File: config.mk
export PLATFORM = sky130hd
export DESIGN_NAME = hold_ctrl
export DESIGN_NICKNAME = d
export VERILOG_FILES = /design/src/rtl/hold_ctrl.sv
export SDC_FILE = /design/constraint.sdc
export NUM_CORES = 1
export LEC_CHECK = 0
export BUFFER_PORTS_ARGS = -buffer_cell sky130_fd_sc_hd__clkbuf_2
export CAP_MARGIN = 20
export CORE_ASPECT_RATIO = 0.7
export CORE_UTILIZATION = 40
export DETAILED_ROUTE_END_ITERATION = 8
export GPL_TIMING_DRIVEN = 0
export HOLD_SLACK_MARGIN = 0.02
export PLACE_DENSITY = 0.68
export SLEW_MARGIN = 20
export SYNTH_ARGS = -nofsm -noshare
export SYNTH_HDL_FRONTEND = slang
export SYNTH_SLANG_ARGS = --single-unit
File: constraint.sdc
create_clock -name clk -period 3.86 [get_ports clk]
set_clock_uncertainty 0.05 [all_clocks]
set_input_delay 0.193 -clock clk [delete_from_list [all_inputs] [get_ports clk]]
set_output_delay 0.193 -clock clk [all_outputs]
set_load 0.01 [all_outputs]
File: src/rtl/hold_ctrl.sv
// rtl/hold_ctrl.sv - pipeline hold/redirect arbiter with debug halt FSM, bus timeout and stall counter
//
// Ports:
//   clk, rst                 clock, synchronous active-high reset
//   jtag_reset_flag_i        debug reset: FSM to RUN, drain/bus-timeout state cleared
//   ex_jump_flag_i/addr_i    execute-stage redirect request and target
//   ex_hold_i                execute-stage multi-cycle stall
//   clint_int_assert_i/addr  interrupt redirect request and target
//   clint_hold_i             interrupt controller stall
//   rib_hold_i               bus arbiter stall
//   jtag_halt_i              debug halt request (level)
//   stall_clr_i              clear stall counter
//   jump_flag_o/addr_o       merged redirect to PC register
//   hold_flag_o              merged pipeline hold level
//   halted_o                 core halted for debug
//   bus_timeout_o            one-cycle pulse on bus-hold timeout
//   stall_cnt_o              saturating count of held cycles

module hold_ctrl #(
  parameter int InstAddrBus   = 32,
  parameter int Hold_Flag_Bus = 3,
  parameter int DRAIN_CYCLES  = 3,
  parameter int BUS_TIMEOUT   = 255
) (
  input  logic                     clk,
  input  logic                     rst,
  input  logic                     jtag_reset_flag_i,
  input  logic                     ex_jump_flag_i,
  input  logic [InstAddrBus-1:0]   ex_jump_addr_i,
  input  logic                     ex_hold_i,
  input  logic                     clint_int_assert_i,
  input  logic [InstAddrBus-1:0]   clint_int_addr_i,
  input  logic                     clint_hold_i,
  input  logic                     rib_hold_i,
  input  logic                     jtag_halt_i,
  input  logic                     stall_clr_i,
  output logic                     jump_flag_o,
  output logic [InstAddrBus-1:0]   jump_addr_o,
  output logic [Hold_Flag_Bus-1:0] hold_flag_o,
  output logic                     halted_o,
  output logic                     bus_timeout_o,
  output logic [31:0]              stall_cnt_o
);

  localparam logic [Hold_Flag_Bus-1:0] HOLD_NONE = Hold_Flag_Bus'(0);
  localparam logic [Hold_Flag_Bus-1:0] HOLD_PC   = Hold_Flag_Bus'(1);
  localparam logic [Hold_Flag_Bus-1:0] HOLD_ID   = Hold_Flag_Bus'(3);

  localparam logic [3:0]  DRAIN_LOAD = 4'(DRAIN_CYCLES);
  localparam logic [15:0] BUS_LIMIT  = 16'(BUS_TIMEOUT);

  typedef enum logic [1:0] {
    S_RUN,
    S_DRAIN,
    S_HALTED,
    S_RESUME
  } state_t;

  state_t                   r_state;
  state_t                   w_state_next;
  logic [3:0]               r_drain_cnt;
  logic [3:0]               w_drain_cnt_next;
  logic [15:0]              r_bus_cnt;
  logic                     r_bus_timeout;
  logic [31:0]              r_stall_cnt;
  logic                     w_jump;
  logic [Hold_Flag_Bus-1:0] w_hold_ext;
  logic [Hold_Flag_Bus-1:0] w_hold_fsm;
  logic [Hold_Flag_Bus-1:0] w_hold;

  assign w_jump      = ex_jump_flag_i | clint_int_assert_i;
  assign jump_flag_o = w_jump;
  // Interrupt redirect wins over an execute-stage jump in the same cycle.
  assign jump_addr_o = clint_int_assert_i ? clint_int_addr_i : ex_jump_addr_i;

  always_comb begin
    w_hold_ext = HOLD_NONE;
    if (ex_hold_i || clint_hold_i) begin
      w_hold_ext = HOLD_ID;
    end else if (rib_hold_i) begin
      w_hold_ext = HOLD_PC;
    end

    // The FSM stays silent while reset is applied, even if it still
    // holds a stale DRAIN/HALTED state from before the reset edge.
    w_hold_fsm = HOLD_NONE;
    if (!rst) begin
      case (r_state)
        S_DRAIN:  w_hold_fsm = HOLD_PC;
        S_HALTED: w_hold_fsm = HOLD_ID;
        default:  w_hold_fsm = HOLD_NONE;
      endcase
    end

    w_hold = (w_hold_ext > w_hold_fsm) ? w_hold_ext : w_hold_fsm;
  end

  assign hold_flag_o = w_hold;

  always_comb begin
    w_state_next     = r_state;
    w_drain_cnt_next = r_drain_cnt;
    case (r_state)
      S_RUN: begin
        if (jtag_halt_i) begin
          w_state_next     = S_DRAIN;
          w_drain_cnt_next = DRAIN_LOAD;
        end
      end
      S_DRAIN: begin
        if (!jtag_halt_i) begin
          w_state_next     = S_RUN;
          w_drain_cnt_next = 4'd0;
        end else if (w_jump) begin
          // A redirect refills the fetch path, so draining starts over.
          w_drain_cnt_next = DRAIN_LOAD;
        end else if (r_drain_cnt == 4'd0) begin
          w_state_next = S_HALTED;
        end else if (!ex_hold_i && !rib_hold_i) begin
          w_drain_cnt_next = r_drain_cnt - 4'd1;
        end
      end
      S_HALTED: begin
        if (!jtag_halt_i) begin
          w_state_next = S_RESUME;
        end
      end
      S_RESUME: begin
        w_state_next = S_RUN;
      end
      default: begin
        w_state_next = S_RUN;
      end
    endcase

    if (jtag_reset_flag_i) begin
      w_state_next     = S_RUN;
      w_drain_cnt_next = 4'd0;
    end
  end

  always_ff @(posedge clk) begin
    if (rst) begin
      r_state       <= S_RUN;
      r_drain_cnt   <= 4'd0;
      r_bus_cnt     <= 16'd0;
      r_bus_timeout <= 1'b0;
      r_stall_cnt   <= 32'd0;
    end else begin
      r_state     <= w_state_next;
      r_drain_cnt <= w_drain_cnt_next;

      if (jtag_reset_flag_i || !rib_hold_i) begin
        r_bus_cnt     <= 16'd0;
        r_bus_timeout <= 1'b0;
      end else begin
        if (r_bus_cnt != BUS_LIMIT) begin
          r_bus_cnt <= r_bus_cnt + 16'd1;
        end
        // Fires only on the step into the limit; saturation keeps it from repeating.
        r_bus_timeout <= (r_bus_cnt == BUS_LIMIT - 16'd1);
      end

      if (stall_clr_i) begin
        r_stall_cnt <= 32'd0;
      end else if ((w_hold != HOLD_NONE) && (r_stall_cnt != 32'hFFFF_FFFF)) begin
        r_stall_cnt <= r_stall_cnt + 32'd1;
      end
    end
  end

  assign halted_o      = (r_state == S_HALTED);
  assign bus_timeout_o = r_bus_timeout;
  assign stall_cnt_o   = r_stall_cnt;

endmodule

==> results.cfg <==
[status]
status = finished, final reports clean

[min_path]
min_from = jtag_reset_flag_i
holdCritPathClass = primary input to flop

[floorplan]
initial_utilization = 0.413
die_h_um = 80.2
die_area_sq_um = 9110
coreArea_sq_um = 8440
die_w_um = 114
core.rowCount = 28
pin_count = 144

[yosys]
netlist_area_sq_um = 3490
yosys_most_used_dff = dfxtp_1
synth_nets = 504
yosys.area_share.simple = 0.283
synth_xor_area_frac = 0.0251
muxShareOfSynthArea = 0.112
synthTopCellsByArea = dfxtp_1 (32%), mux2_2 (10%), ha_1 (4.3%), a21oi_1 (4.2%), nand2_1 (3.5%)
syn_area_per_cell_sq_um = 8.35
synth_seq_cells = 55
yosysSeqAreaShare = 0.315
yosysMostFrequentCell = dfxtp_1
synth-async-reset-ratio = 0
netlist_top_cells_count = dfxtp_1 (55), nand2_1 (33), mux2_2 (32), nor2_1 (30), a21oi_1 (29)
synth_top_area_share = 0.315
ys_types = 58
synth_warnings = 0
yosys.area_share.adder = 0.0430
synth_compound_area_frac = 0.174
syn_inst = 418
synth-edff-count = 0
yosysTopAreaCell = dfxtp_1
synth_top_family_by_area = simple AND/OR/NAND/NOR gates

[clock_network]
hold_buffers = 0
path_clk_slew_ns = 0.07
cts_buffers = 5
cts_resized = 0
post_cts_buffers = 0
cts_root_buffer = clkbuf_16
cts.sinks = 55
cts_tree = done
cts.htree.levels = 2
clk_path_buf_depth = 2
clkLatencyLatePin_ns = 0.29

[pwr]
vdd_ir_drop_max_mv = 0.219
power_leakage_uw = 0.00188
p_per_area_nw_per_um2 = 268

[worst_setup_path]
rr_endpoint = stall_cnt_o[25]$_SDFFE_PP0P_
worstSetupEndpointType = flop
crit_path_max_fanout = 10
cp.arrival_ns = 3.22
r2r_slack_ns = 0.81
startpoint_type = flop
crit_start = r_state[0]$_SDFFE_PP0P_
r2r_start = r_state[0]$_SDFFE_PP0P_
cp-endpoint = stall_cnt_o[25]$_SDFFE_PP0P_
crit_required_ns = 4.03
ff2ff_path_depth = 10
crit_type = flop to flop

[grt]
grt_pass1_vias = 3243
grt_first_pass_wirelength_um = 16100
track_usage = 0.224
antenna_found_initial = 0
grt_start_max_net_pins = 17
gr-total-overflow = 0

[route]
dr.pass1.iters = 5
drtAntennaViolNets = 0
avgViaCountPerCell = 5.58
drt_wl_total_um = 10700
num_vias = 3830
wl_per_cell_um = 15.5
drt_iter0_drc = 156
drc_errors = 0

[placed_design]
io_buffers = 140
hpwl_um = 8470
place_ws_ns = 0.888
gp_congestion = 0.879

[final_layout]
synthToLayoutAreaGrowth_pct = 28.4
register_area_sq_um = 1100
final_layout_size_suffix_gt1_frac = 0.346
multi_input_area_sq_um = 2230
antenna_cells = 0
fin_nets = 651
fillers = 805

[timing]
worst_slew_pin_slew_ns = 0.656
timing.final.crit_share = 0.789
finalSetupTns_ns = 0
setup_slack_ns = 0.813
maxSlewHeadroom = 0.560
finalHoldViolations = 0
rsz0062_at_grt = false
drv_slew = 0
setup_viol = 0
finalHoldWorstSlack_ns = 0.0621
fmax_ghz = 0.328
finalCriticalPeriod_ns = 3.05

[run]
maxCapViolCount = 0
## critical path: stages (launching register included)
cell	delay [ns]
dfxtp_1	0.38
inv_1	0.10
ha_1	0.28
nor2b_1	0.29
ha_1	0.29
nand2b_1	0.18
a211oi_1	0.17
or3_4	0.45
buf_6	0.16
or4_1	0.48
a21oi_1	0.15
## area by class of cell
class	count	area share
Buffer	25	0.0251
Clock buffer	6	0.0287
Clock inverter	2	0.00279
Inverter	13	0.0109
Multi-Input combinational cell	325	0.497
Sequential cell	55	0.246
Tap cell	120	0.0335
Timing Repair Buffer	140	0.156
## stage by stage
| stage | utilization | instances | power (uW) | area [sq um] |
|---|---|---|---|---|
| finish | 0.531 | 686 | 1200 | 4480 |
| CTS | 0.531 | 686 | 1210 | 4480 |
| detailed placement | 0.514 | 678 | 772 | 4340 |
| global route | 0.531 | 686 | 1250 | 4480 |
| global placement | 0.514 | 678 | 768 | 4340 |
| floorplan | - | 418 | 684 | 3490 |
## worst min-delay path by stage
stage	end	slack, ns	cells after the start
2_1_floorplan	r_drain_cnt[1]$_SDFFE_PP0P_	0.22	1
5_1_grt	r_state[0]$_SDFFE_PP0P_	0.06	2
4_1_cts	r_state[0]$_SDFFE_PP0P_	0.06	2
3_5_place_dp	r_state[0]$_SDFFE_PP0P_	0.36	2
3_3_place_gp	r_state[0]$_SDFFE_PP0P_	0.36	2
6_report	r_state[0]$_SDFFE_PP0P_	0.06	2
## placed cells by master, fill, tap and decap left out, drive strengths merged, types with 3 or more instances in the layout
master	synthesis	final
o211ai	3	3
clkbuf	18	164
o41ai	3	3
o21ai	10	10
and4	8	8
xnor2	4	4
mux2i	3	3
a21oi	29	29
o31ai	15	15
dfxtp	55	55
nand4	18	18
a31oi	8	8
xor2	6	6
nand2	33	33
nor4	7	7
and2	3	3
or2	3	3
and3	9	9
nand2b	3	3
nor3	8	8
nor2	30	30
inv	13	13
a41o	5	5
or4	14	14
ha	12	12
buf	7	7
or3	11	11
mux2	32	32
nand3	21	21
## registers in the layout, indices dropped and copies added (netlist names), named ones only
name / cells
r_state: 1
stall_cnt_o: 32
r_drain_cnt: 4
bus_timeout_o: 1
r_bus_cnt: 16
## power breakdown
part	internal [uW]	leakage, uW	total [uW]	switching [uW]
registers	571	0.000444	575	4.63
clock network	240	0.0000669	443	203
logic	88.2	0.00137	183	95.2
## per-layer routing
metal  vias up  track usage  wire, um
met3        10       0.0370       756
met1      1795        0.292      4720
met4         0       0.0579       166
met5         -            0         0
li1       1871            -         -
met2       154        0.384      5020
## logic make-up after synthesis
group,after synthesis
DFF,55
other,1
and+or+nand+nor,176
adders and majority gates,12
AOI/OAI and AO/OA,91
buffers and inverters,38
muxes,35
xor gates and xnor gates,10
No activity file was read; power rests on OpenSTA's default activity.
